**config.mk**
```make
export PLATFORM = sky130hd
export DESIGN_NAME = y86_pipe_control
export DESIGN_NICKNAME = d
export VERILOG_FILES = /design/src/rtl/y86_pipe_control.sv
export SDC_FILE = /design/constraint.sdc
export NUM_CORES = 1
export LEC_CHECK = 0
export ABC_AREA = 0
export CAP_MARGIN = 40
export CORE_MARGIN = 1
export CORE_UTILIZATION = 45
export CTS_CLUSTER_DIAMETER = 80
export DETAILED_ROUTE_END_ITERATION = 16
export PLACE_DENSITY = 0.78
export SLEW_MARGIN = 5
export SYNTH_ARGS = -nofsm -noshare
export SYNTH_HDL_FRONTEND = slang
export SYNTH_SLANG_ARGS = --single-unit
export TNS_END_PERCENT = 50
```
**constraint.sdc**
```tcl
create_clock -name clk -period 2.2 [get_ports clk]
set_clock_uncertainty 0.1 [all_clocks]
set_input_delay 0.22 -clock clk [delete_from_list [all_inputs] [get_ports clk]]
set_output_delay 0.22 -clock clk [all_outputs]
set_load 0.01 [all_outputs]
```
**src/rtl/y86_pipe_control.sv**
```systemverilog
// Pipeline control for the five-stage Y-86: stall/bubble selection, CC gating,
// run/stop state machine and saturating performance counters.
module y86_pipe_control #(
    parameter int unsigned CNT_W    = 32,
    parameter logic [3:0]  STAT_AOK = 4'b1000
) (
    input  logic             clk,
    input  logic             reset,
    input  logic [3:0]       D_icode,
    input  logic [3:0]       d_srcA,
    input  logic [3:0]       d_srcB,
    input  logic [3:0]       E_icode,
    input  logic [3:0]       E_dstM,
    input  logic             e_Cnd,
    input  logic [3:0]       M_icode,
    input  logic [3:0]       m_stat,
    input  logic [3:0]       W_stat,
    input  logic [3:0]       W_icode,
    output logic             F_stall,
    output logic             D_stall,
    output logic             D_bubble,
    output logic             E_bubble,
    output logic             M_bubble,
    output logic             W_stall,
    output logic             set_cc,
    output logic             halted,
    output logic [3:0]       stop_stat,
    output logic [CNT_W-1:0] cyc_cnt,
    output logic [CNT_W-1:0] ret_cnt,
    output logic [CNT_W-1:0] lu_cnt,
    output logic [CNT_W-1:0] mp_cnt,
    output logic             state_dbg
);

    localparam logic [3:0] I_NOP    = 4'h1;
    localparam logic [3:0] I_HALT   = 4'h0;
    localparam logic [3:0] I_MRMOVQ = 4'h5;
    localparam logic [3:0] I_OPQ    = 4'h6;
    localparam logic [3:0] I_JXX    = 4'h7;
    localparam logic [3:0] I_RET    = 4'h9;
    localparam logic [3:0] I_POPQ   = 4'hB;
    localparam logic [3:0] R_NONE   = 4'hF;

    typedef enum logic {
        RUN  = 1'b0,
        STOP = 1'b1
    } state_t;

    state_t state_q, state_d;

    logic lu, mp, rt, exc, retire;

    assign lu  = ((E_icode == I_MRMOVQ) || (E_icode == I_POPQ)) && (E_dstM != R_NONE) &&
                 ((E_dstM == d_srcA) || (E_dstM == d_srcB));
    assign mp  = (E_icode == I_JXX) && !e_Cnd;
    assign rt  = (D_icode == I_RET) || (E_icode == I_RET) || (M_icode == I_RET);
    assign exc = (m_stat != STAT_AOK) || (W_stat != STAT_AOK);
    assign retire = (W_stat == STAT_AOK) && (W_icode != I_HALT) && (W_icode != I_NOP);

    always_comb begin
        state_d  = state_q;
        F_stall  = 1'b0;
        D_stall  = 1'b0;
        D_bubble = 1'b0;
        E_bubble = 1'b0;
        M_bubble = 1'b0;
        W_stall  = 1'b0;
        set_cc   = 1'b0;
        if (state_q == RUN) begin
            if (W_stat != STAT_AOK) state_d = STOP;
            F_stall  = lu | rt;
            D_stall  = lu;
            // A load-use stall outranks the ret bubble so D keeps the consumer.
            D_bubble = mp | (rt & !lu);
            E_bubble = mp | lu;
            M_bubble = exc;
            W_stall  = (W_stat != STAT_AOK);
            set_cc   = (E_icode == I_OPQ) & !exc;
        end else begin
            F_stall  = 1'b1;
            D_stall  = 1'b1;
            E_bubble = 1'b1;
            M_bubble = 1'b1;
            W_stall  = 1'b1;
        end
    end

    function automatic logic [CNT_W-1:0] sat_inc(input logic [CNT_W-1:0] v);
        return (&v) ? v : v + 1'b1;
    endfunction

    always_ff @(posedge clk) begin
        if (reset) begin
            state_q   <= RUN;
            stop_stat <= STAT_AOK;
            cyc_cnt   <= '0;
            ret_cnt   <= '0;
            lu_cnt    <= '0;
            mp_cnt    <= '0;
        end else begin
            state_q <= state_d;
            if (state_q == RUN) begin
                if (state_d == STOP) stop_stat <= W_stat;
                cyc_cnt <= sat_inc(cyc_cnt);
                if (retire) ret_cnt <= sat_inc(ret_cnt);
                if (lu)     lu_cnt  <= sat_inc(lu_cnt);
                if (mp)     mp_cnt  <= sat_inc(mp_cnt);
            end
        end
    end

    assign halted    = (state_q == STOP);
    assign state_dbg = state_q;

endmodule

```
==> results.sh <==
export IMPL_outcome="finished with violations"
export IMPL_violations="negative setup slack"
export IMPL_die_height_um=127
export IMPL_synth_flop_cell="dfxtp_1"
export IMPL_p_sw_share_pct=20.5
export IMPL_grt_pass1_vias=7484
export IMPL_crit_buf_inv=1
export IMPL_cts_buffer_depth=2
export IMPL_critPathRequiredTime_ns=2.47
export IMPL_cp_top_family="simple AND/OR/NAND/NOR gates"
export IMPL_synth_top_area_share_pct=38.2
export IMPL_overflow=0
export IMPL_synth_nets=893
export IMPL_ios=180
export IMPL_tightest_slew_ns=0.802
export IMPL_num_rows=45
export IMPL_drt_iter0_markers=560
export IMPL_post_synth_cell_area_avg_um2=8.21
export IMPL_routedWlPerCell_um=16.4
export IMPL_synth_area_um2=6980
export IMPL_dp_hpwl_um=15000
export IMPL_leakage_nw=3.64
export IMPL_drc_errors=0
export IMPL_synth_edf_count=0
export IMPL_drv_cap=0
export IMPL_drtPass1Iterations=5
export IMPL_synth_largest_area_cell="dfxtp_1"
export IMPL_finalCriticalPeriod_ns=2.28
export IMPL_cts_sinks=133
export IMPL_grtUsageTotal_pct=27.2
export IMPL_cts_tree="built"
export IMPL_peakVddDrop_mv=0.510
export IMPL_antenna_found_initial=1
export IMPL_port_buffers=178
export IMPL_hold_viol=0
export IMPL_maxSlewViolCount=0
export IMPL_htreeDepth=4
export IMPL_yosysSeqAreaShare_pct=38.2
export IMPL_cp_slowest_cell="or4_4"
export IMPL_fin_tns_setup_ns=-0.195
export IMPL_core_area_um2=15100
export IMPL_p_switching_mw=1.20
export IMPL_gp_congestion=0.852
export IMPL_power_density_nw_per_um2=542
export IMPL_area_delta_synth_final_pct=54.9
export IMPL_critPathKind="reg2reg"
export IMPL_grt_start_max_net_pins=78
export IMPL_place_area_um2=9830
export IMPL_via_count=8166
export IMPL_end_kind="flip-flop"
export IMPL_synthArstFlopShare_pct=0
export IMPL_fmax_mhz=438
export IMPL_wl_um=22200
export IMPL_min_path_type="in2reg"
export IMPL_power_frac_seq_pct=41.5
export IMPL_initial_utilization_pct=46.1
export IMPL_path_clk_slew_ns=0.06
export IMPL_postLayoutSetupSlackWorst_ns=-0.0844
export IMPL_setup_violations=6
export IMPL_combPwrFrac_pct=5.0
export IMPL_synth_seq_cells=133
export IMPL_yosysUniqueCellTypes=54
export IMPL_worstPathArrival_ns=2.55
export IMPL_cpMostUsedCell="or4_4"
export IMPL_maxSlewHeadroom_pct=46.5
export IMPL_intPower_mw=4.66
export IMPL_fp_dieArea_um2=16000
export IMPL_antenna_cells=0
export IMPL_cts_root_buf="clkbuf_16"
export IMPL_fin_nets=1192
export IMPL_rsz0062_at_grt="yes"
export IMPL_postCtsHoldBufs=0
export IMPL_synth_area_leaders="dfxtp_1 (38%), or4_1 (7.7%), a21oi_1 (7.5%)"
export IMPL_p_clk_share_pct=53.6
export IMPL_via_per_inst=6.05
export IMPL_power_mw=5.86
export IMPL_drive_gt1_share_pct=21.3
export IMPL_drtAntennaViolNets=0
export IMPL_fin_area_um2=10800
export IMPL_ys_warn_count=0
export IMPL_cts_buffers_inserted=17
export IMPL_die_w_um=127
export IMPL_start_kind="flip-flop"
export IMPL_clock_latency_ns=0.43
export IMPL_grt_pass1_wl_um=35400
export IMPL_path_cells="ha_4 > nand3_2 > or4_4 > o21bai_4 > buf_6 > or4_4 > a21oi_2"
export IMPL_cp_max_fo=9
export IMPL_cp_slowest_stage_delay_ns=0.57
export IMPL_syn_instance_count=850
export IMPL_worst_hold_slack_ns=0.119
export IMPL_post_route_period_util_pct=104
power groups by stage:
stage | clock network (mW) | logic, mW | registers (mW)
after detailed placement | 0 | 0.282 | 2.48
final | 3.14 | 0.291 | 2.43
after global routing | 3.27 | 0.313 | 2.43
after global placement | 0 | 0.279 | 2.48
after floorplan | 0 | 0.106 | 2.49
after CTS | 3.17 | 0.283 | 2.43
stage by stage:
step	util, %	cells	setup slack (ns)
finish	71.3	1350	-0.0844
global route	71.3	1350	-0.116
CTS	69.9	1341	-0.00366
detailed placement	64.9	1299	-0.606
global placement	64.9	1299	-0.564
floorplan	-	850	-0.0169
worst reg2reg max path, cell delays in order, from the launching register on:
cell      delay (ns)
dfxtp_2         0.35
ha_4            0.16
nand3_2         0.08
or4_4           0.57
o21bai_4        0.20
buf_6           0.14
or4_4           0.49
a21oi_2         0.14
worst paths after layout:
check / end / slack (ns) / cells after the start / start
max reg2reg: ret_cnt[20] / -0.08 / 7 / ret_cnt[1]
min reg2reg: mp_cnt[7] / 0.39 / 2 / mp_cnt[7]
max: ret_cnt[20] / -0.08 / 7 / ret_cnt[1]
min: stop_stat[3] / 0.12 / 3 / W_stat[3]
area by class of cell:
cell class                 instances  area (um^2)
fill                            1178         4340
multi-input combinational        650         4250
timing repair buffer             332         2940
sequential                       133         2680
clock buffer                      23          478
tap                              188          235
clock inverter                     9          173
inverter                          15         56.3
cells by family after synthesis:
family                   share of synthesized area (%)
adder cells (fa/ha/maj)                          0.717
AO/OA/AOI/OAI                                     21.4
flip-flops                                        38.2
multiplexers                                      1.29
XOR/XNOR                                          2.38
AND/OR/NAND/NOR                                   32.3
buffers and inverters                             3.75
Yosys cell counts (2+ instances only):
cell,n
a2111oi_0,3
a211oi_1,4
a21oi_1,105
a22oi_1,3
a31o_2,4
and2_1,8
and3_1,9
and4_1,21
buf_2,5
clkbuf_1,46
dfxtp_1,133
ha_1,4
inv_1,15
mux2_2,8
nand2_1,59
nand2b_1,3
nand3_1,36
nand3b_1,3
nand4_1,39
nor2_1,39
nor2b_1,10
nor3_1,16
nor3b_1,2
nor4_1,12
nor4bb_1,4
o2111ai_1,2
o21a_1,2
o21ai_0,35
o21ba_2,2
o21bai_1,2
o311ai_0,2
o31a_1,3
o31ai_1,68
or3_1,34
or4_1,72
or4b_1,2
xnor2_1,8
xor2_1,11
metal layers:
metal  GRT usage [%]  up-vias  share of wire, %
met1            33.2     3913                42
li1                -     3928                 -
met5               0        -             0.059
met3            8.01       35               7.8
met2            45.1      288                48
met4            10.6        2               1.7
cell usage in the layout, fill, tap and decap left out, drive strengths merged, types with 37 or more instances in the layout:
master         netlist  final
clkdlybuf4s50        0    158
nor2                39     39
a21oi              105    105
or4                 72     72
dfxtp              133    133
nand4               39     39
buf                  6    157
nand3               37     37
o31ai               68     68
nand2               59     59
registers in the layout, summed over array words and instances, names as in the netlist:
signal and count:
cyc_cnt 32, halted 1, lu_cnt 32, mp_cnt 32, ret_cnt 32, stop_stat 4
what timing repair did:
item | 4_1_cts | 5_1_grt
cloned | 1 | 1
gates resized for setup | 35 | 41
buffers inserted | 9 | 8
pin swaps | 7 | 17
endpoints found under the setup margin | 46 | 61
endpoints found under the hold margin | 0 | 0
Note: power is estimated with default switching activity, not from simulation.
